`src/rtl/proc_run_monitor.sv`:
```
// proc_run_monitor: sequences a core through reset hold and run phases.
// While the core runs, its output is watched for changes. Each change is
// logged into a small trace FIFO. The run ends when the output stays
// stable for long enough (halt) or when the cycle budget runs out
// (timeout).
//
// Handshake: trace_data is the FIFO head whenever trace_empty=0. A
// trace_pop sampled high on a rising clk edge with trace_empty=0 consumes
// that head. A pop while empty is ignored. There is no backpressure on
// pushes: a push into a full FIFO with no concurrent pop is dropped and
// sets the sticky overflow flag.
module proc_run_monitor #(
    parameter int DATA_W        = 32,
    parameter int HOLD_CYCLES   = 50,
    parameter int STABLE_CYCLES = 8,
    parameter int MAX_CYCLES    = 4096,
    parameter int DEPTH         = 16
) (
    input  logic                          clk,
    input  logic                          rst,
    input  logic                          start,
    input  logic [DATA_W-1:0]             r_out,
    output logic                          core_rst,
    input  logic                          trace_pop,
    output logic [DATA_W-1:0]             trace_data,
    output logic                          trace_empty,
    output logic                          trace_full,
    output logic                          overflow,
    output logic [$clog2(MAX_CYCLES):0]   cycle_cnt,
    output logic [1:0]                    state,
    output logic                          halted,
    output logic                          timeout
);

    localparam int CW = $clog2(MAX_CYCLES) + 1;
    localparam int AW = $clog2(DEPTH);
    localparam int HW = $clog2(HOLD_CYCLES + 1);
    localparam int SW = $clog2(STABLE_CYCLES + 1);

    typedef enum logic [1:0] {
        IDLE = 2'd0,
        HOLD = 2'd1,
        RUN  = 2'd2,
        DONE = 2'd3
    } state_t;

    state_t            st, st_next;
    logic [HW-1:0]     hold_cnt;
    logic [SW-1:0]     stable_cnt;
    logic [DATA_W-1:0] prev;
    logic [DATA_W-1:0] mem [DEPTH];
    logic [AW-1:0]     wr_ptr, rd_ptr;
    logic [AW:0]       count;

    logic enter_hold, first, changed, push, stable_hit, cnt_hit;
    logic do_pop, do_push, fifo_full;

    assign state       = st;
    assign fifo_full   = (count == (AW+1)'(DEPTH));
    assign trace_full  = fifo_full;
    assign trace_empty = (count == '0);
    // Head is read straight from storage; forced to zero when empty so the
    // output is defined after reset.
    assign trace_data  = trace_empty ? '0 : mem[rd_ptr];

    // Next-state decode and run-phase event detection.
    always_comb begin
        st_next    = st;
        core_rst   = 1'b1;
        enter_hold = 1'b0;
        first      = 1'b0;
        changed    = (r_out != prev);
        push       = 1'b0;
        stable_hit = 1'b0;
        cnt_hit    = 1'b0;
        case (st)
            IDLE: begin
                if (start) begin
                    st_next    = HOLD;
                    enter_hold = 1'b1;
                end
            end
            HOLD: begin
                if (hold_cnt == HW'(HOLD_CYCLES - 1)) st_next = RUN;
            end
            RUN: begin
                core_rst   = 1'b0;
                first      = (cycle_cnt == '0);
                push       = first || changed;
                stable_hit = !push && (stable_cnt == SW'(STABLE_CYCLES - 1));
                cnt_hit    = (cycle_cnt == CW'(MAX_CYCLES - 1));
                if (stable_hit || cnt_hit) st_next = DONE;
            end
            DONE: begin
                if (start) begin
                    st_next    = HOLD;
                    enter_hold = 1'b1;
                end
            end
            default: st_next = IDLE;
        endcase
    end

    // A pop only counts when something is there; a push into a full FIFO
    // only proceeds when a pop frees the slot in the same cycle.
    always_comb begin
        do_pop  = trace_pop && !trace_empty;
        do_push = push && (!fifo_full || do_pop);
    end

    // State register.
    always_ff @(posedge clk or negedge rst) begin
        if (!rst) st <= IDLE;
        else      st <= st_next;
    end

    // Hold timer, run counters, change tracking and termination flags.
    always_ff @(posedge clk or negedge rst) begin
        if (!rst) begin
            hold_cnt   <= '0;
            cycle_cnt  <= '0;
            stable_cnt <= '0;
            prev       <= '0;
            halted     <= 1'b0;
            timeout    <= 1'b0;
        end else if (enter_hold) begin
            hold_cnt   <= '0;
            cycle_cnt  <= '0;
            stable_cnt <= '0;
            halted     <= 1'b0;
            timeout    <= 1'b0;
        end else if (st == HOLD) begin
            hold_cnt <= hold_cnt + HW'(1);
        end else if (st == RUN) begin
            if (cycle_cnt != CW'(MAX_CYCLES)) cycle_cnt <= cycle_cnt + CW'(1);
            if (push) begin
                prev       <= r_out;
                stable_cnt <= '0;
            end else begin
                stable_cnt <= stable_cnt + SW'(1);
            end
            // A halt detected on the budget's last cycle takes precedence.
            if (stable_hit)            halted  <= 1'b1;
            if (cnt_hit && !stable_hit) timeout <= 1'b1;
        end
    end

    // Trace FIFO pointers, occupancy and sticky overflow.
    always_ff @(posedge clk or negedge rst) begin
        if (!rst) begin
            wr_ptr   <= '0;
            rd_ptr   <= '0;
            count    <= '0;
            overflow <= 1'b0;
        end else if (enter_hold) begin
            wr_ptr   <= '0;
            rd_ptr   <= '0;
            count    <= '0;
            overflow <= 1'b0;
        end else begin
            if (do_push) wr_ptr <= wr_ptr + AW'(1);
            if (do_pop)  rd_ptr <= rd_ptr + AW'(1);
            if (do_push && !do_pop)      count <= count + (AW+1)'(1);
            else if (do_pop && !do_push) count <= count - (AW+1)'(1);
            if (push && !do_push) overflow <= 1'b1;
        end
    end

    // Trace storage; contents need no reset since occupancy gates the read.
    always_ff @(posedge clk) begin
        if (do_push) mem[wr_ptr] <= r_out;
    end

endmodule

```
`config.mk`:
```
export PLATFORM = sky130hd
export DESIGN_NAME = proc_run_monitor
export DESIGN_NICKNAME = d
export VERILOG_FILES = /design/src/rtl/proc_run_monitor.sv
export SDC_FILE = /design/constraint.sdc
export NUM_CORES = 1
export LEC_CHECK = 0
export CELL_PAD_IN_SITES_DETAIL_PLACEMENT = 1
export CELL_PAD_IN_SITES_GLOBAL_PLACEMENT = 1
export CORE_ASPECT_RATIO = 1.25
export CORE_MARGIN = 4
export CORE_UTILIZATION = 42
export CTS_CLUSTER_SIZE = 10
export DETAILED_ROUTE_END_ITERATION = 8
export GPL_ROUTABILITY_DRIVEN = 0
export PLACE_DENSITY_LB_ADDON = 0.1
export SYNTH_ARGS = -nofsm -noshare
export SYNTH_HDL_FRONTEND = slang
export SYNTH_SLANG_ARGS = --single-unit
```
`constraint.sdc`:
```
create_clock -name clk -period 14.1 [get_ports clk]
set_input_delay 2.82 -clock clk [delete_from_list [all_inputs] [get_ports clk]]
set_output_delay 2.82 -clock clk [all_outputs]
set_load 0.1 [all_outputs]
```
# After elaboration in Yosys (flattened, before gate mapping)
# Memory sizes are Yosys's and may differ from the RTL's.
# Cells that the tools add are included.
# op_classes
bitwise	2
add_sub_neg	7
n_reduce_logical	35
eq_ne	13
n_mux	40
# op_table
cell	count
2-to-1 mux 13 bit	4
2-to-1 mux 32 bit	1
2-to-1 mux 4 bit	8
!= test 32 bit	1
2-to-1 mux 1 bit	18
nonzero test 2 bit	8
2-to-1 mux 5 bit	3
adder 13 x 1 -> 13 bit (second input constant)	1
== test 13 x 12 -> 1 bit (second input constant)	1
logical NOT 13 bit	1
!= test 13 bit (second input constant)	1
adder 4 x 1 -> 4 bit (second input constant)	3
2-to-1 mux 6 bit	2
AND reduction 3 bit	4
logical AND 1 bit	7
adder 6 x 1 -> 6 bit (second input constant)	1
== test 6 bit (second input constant)	1
logical NOT 1 bit	6
2-to-1 mux 2 bit	3
!= test 2 bit (second input constant)	3
case mux 2 bit (3 select lines)	1
adder 5 x 1 -> 5 bit (second input constant)	1
== test 5 bit (second input constant)	1
logical NOT 5 bit	1
12 further kinds	16
# totals
reg_bits	73
ram_bits	512
inputBits	36
output_inout_bits	53
mem_count	1
# mem_list
name	words	word_bits	read_ports	rd_clocked_by_memory_dff	wr	line_no	text
mem	16	32	1	0	1	51	logic [DATA_W-1:0] mem [DEPTH];

# Longest topological paths before layout
# logic_depth
word_depth	11
depth_mapped	14

# Worst setup path before layout
# Ideal clock, no wire load.
# synth_path
path_type	input port to flip-flop
startpoint	input r_out[19]
endpoint	memory mem[7][0] (enable)
stages	7
setup_time_ns	0.468
t_arrival_ns	6.163
t_required_ns	13.632
path_buffers	0
setup_slack_ns	7.469
path_cell_list	xor2_1 -> nor4_1 -> nand4_1 -> o41a_1 -> nor2b_1 -> nand2_1 -> nor3b_1
# synth_between
elab_chain_cells	6
# synth_rtl
element	line_no	text
start: declaration	22	input logic [DATA_W-1:0] r_out,
!= test 32 bit	72	changed = (r_out != prev);
logical OR 1 bit	89	push = first || changed;
2-to-1 mux 1 bit	76	case (st)
logical AND 1 bit	108	do_push = push && (!fifo_full || do_pop);
2-to-1 mux 1 bit	171	if (do_push) mem[wr_ptr] <= r_out;
2-to-1 mux 1 bit (implied by the code)	171	
end: declaration	51	
# No other way between the ends.

# Worst setup path in the final report
# layout_path
startpoint	register rd_ptr[1]
endpoint	output trace_data[27]
# layout_between
elab_chain_cells	2
# layout_rtl
element	line_no	text
start: declaration	52	logic [AW-1:0] wr_ptr, rd_ptr;
start signal: assignment	162	if (do_pop) rd_ptr <= rd_ptr + AW'(1);
memory read (16 x 32 bit)	-	
2-to-1 mux 32 bit	64	assign trace_data = trace_empty ? '0 : mem[rd_ptr];
end: declaration	25	output logic [DATA_W-1:0] trace_data,
# No other way between the ends.

==> impl_results.md <==
- Dpl ws: approximately 7 ns
- Max-cap violations: 0
- Yosys warns: 0
- Worst Skew: 0.01558 ns
- Skew-Pair Late Insertion Delay: 0.58 ns
- Post-layout net count: 1313
- Ranking of synthesized cells by area: edfxtp_1 (65%), mux4_2 (15%), dfrtp_1 (7.8%)
- Final hold slack: approximately 0.50 ns
- R2r setup slk: 9.99 ns
- Initial DRC count: 872
- FF+latch count, synth: 585
- Post-route ant nets: 0
- Most used routing layer: met2
- Met1 GRT Util: 26.03%
- Share of flip-flops with an asynchronous set or reset after synthesis: between 10 and 15%
- Worst endpoint required time: 11.28 ns
- GRT overflow: 0
- Sequential cell area fraction in the yosys report: 73.18%
- Layout cells sized above 1: roughly a quarter
- Crit start category: register
- Ports: 89
- Number of clock sinks: 585
- GR Util met3: 2.825%
- Synthesized Nets: 1175
- Largest net degree at the start of global routing: 74
- Worst Hold End: overflow
- Most frequent cells in the layout: edfxtp_1 (512), mux4_2 (160), clkdlybuf4s50_1 (87), clkbuf_16 (73), dfrtp_1 (69)
- PwrDens: about 210 mW/mm2
- WL/cell: approximately 27 um
- Hold path cells: 2
- Detail Placement HPWL: slightly above 30 mm
- Synthesized area: 0.02351 mm2
- Hold Buf Count CTS: 0
- Root cell of the clock tree: clkbuf_16
- CTS tree: built
- Crit share post-route: 55.03%
- Total GRT Usage: 18.84%
- Commonest non-fill, non-tap cell in the layout: edfxtp_1
- Postcts setup bufs: 0
- Worst EP arrival: 4.94 ns
- TritonCTS buffer count: 69
- Placed cells: 1923
- Yosys top cell area share: 65.41%
- Syn avg cell area: 20.97 um2
- Setup-failing EPs final: 0
- P_leak: a little under 9 nW
- Outcome: completed
- Worst hold path class: register to register
- Reg2reg start: cycle_cnt[0]
- Met2 GRT Util: 31.74%
- Highest clock rate: 128.9 MHz
- Area leader, netlist: edfxtp_1
- Final non-filler cell total: between 2000 and 2500
- Placed inst area: 0.02534 mm2
- Pwr Total: 5.693 mW
- First-pass GRT wire length: 82.88 mm
- Die area: about 0.06 mm2
- Initial antenna violation count: 0
- Kind of end point of the critical path: output pin
- Core Region: 0.05513 mm2
- Total Negative Setup Slacks: 0 ns
- R2R Path End: mem[15][31]
- Pre-antenna DRT Iters: 5
- Initial Util: 42.64%
- Slew Limit Fails: 0
- ANT cells: 0
- Top FF cell, synth: edfxtp_1
- Slew @ Worst Pin: 1.178 ns
- Final hold viol count: 0
- CP Max Fanout: 49
- CTS Buffer Depth: 3
- Final worst slack: 6.341 ns
- # rows: 96
- Chip height: ~270 um
- Clk slew on worst S/H paths: 0.05 ns
- Post-synth EDFFs: about 510
- H-tree depth: 3
- DRC violations left: 0
- Final core utilization: 49.63%
- Number of global-route vias before repair: between 10000 and 15000
- Setup CP Type: register to output pin
- Fin area: 0.02736 mm2
- Number of gates resized after cts: 0
- Vias per cell: 5.500
- Width of the die: 219.6 um
- RSZ-0062 raised after global routing: false
- Hold Startpoint: overflow
- Total number of vias: ~11000
- Peak supply drop: just under 0.0002 V
- Syn Inst Count: between 1000 and 1500
- Depth of the most critical reg-to-reg path: 9
- Final WL: 55.01 mm
- Area Growth Syn to Fin: 16.39%
- I/O Buffers: around 90
- Crit path time final: 7.759 ns
- Synth cell types: 48
- Slew headroom: a little over a fifth
## cell usage after synthesis (2+ instances only)
cell type and count:
and4b_1 4, buf_1 10, or3_1 5, nand2_1 18, mux2_4 30, edfxtp_1 512, a21oi_1 12, nor4_1 10
inv_1 12, a21o_1 2, a22o_1 2, nand4_1 5, buf_12 3, nand3_1 12, and4_1 4, xor2_1 44
nor2_1 39, and2_1 6, mux2_2 5, mux2i_1 6, nor3_1 3, nor3b_1 6, or4_1 3, buf_2 5
ha_1 17, and3_1 3, nor2b_1 36, mux4_2 160, o21ai_0 12, xnor2_1 8, nor4b_1 2, nand2b_1 2
dfrtp_1 73, a31oi_1 2, clkbuf_1 35
## critical path, stage by stage, from the launching register on
cell and delay (ns):
dfrtp_4 0.86, buf_4 0.65, buf_4 0.71, mux4_2 0.41, mux4_2 0.50, nor2b_1 0.16, clkdlybuf4s50_1 1.00
## layer usage
layer	routed length, um	part of all wire [%]
met1	24200	44
met2	28060	51
met3	1913	3.5
met4	843	1.5
met5	0	0
## sequential cells by signal, indices dropped and copies added, names as in the netlist
register / count
overflow: 1
wr_ptr: 4
prev: 32
timeout: 1
cycle_cnt: 13
stable_cnt: 4
hold_cnt: 6
mem: 512
halted: 1
count: 5
state: 2
rd_ptr: 4
## worst max-delay path by stage
| stage | endpoint | start | slack [ns] |
|---|---|---|---|
| 2_1_floorplan | mem[7][0] | r_out[19] | 7.47 |
| 3_3_place_gp | trace_data[25] | rd_ptr[1] | 6.83 |
| 3_5_place_dp | trace_data[23] | rd_ptr[1] | 6.83 |
| 4_1_cts | trace_data[23] | rd_ptr[1] | 6.22 |
| 5_1_grt | trace_data[23] | rd_ptr[0] | 6.06 |
| 6_report | trace_data[27] | rd_ptr[1] | 6.34 |
## layout make-up
class,instances,area [um2]
repair buffers,121,1126
clock inverters,1,5.005
flip-flops and latches,585,17210
well taps,735,919.6
inverters,12,45.04
clock buffers,118,2016
multi-input cells,470,6037
fillers,4948,27770
## logic make-up after synthesis
| kind of cell | Yosys count | synth area share, % |
|---|---|---|
| adders and majority gates | 18 | 0.9900 |
| and+or+nand+nor | 162 | 3.843 |
| xor gates and xnor gates | 52 | 1.938 |
| buffers and inverters | 66 | 1.320 |
| muxes | 202 | 17.80 |
| DFF | 585 | 73.18 |
| AOI/OAI and AO/OA | 36 | 0.9315 |
## power breakdown
group	switching (mW)	internal [mW]	total (mW)
Clock	0.648	0.963	1.61
Combinational	1.22	0.739	1.96
Sequential	0.112	2.01	2.12
Power figures use the tool's default switching activity.
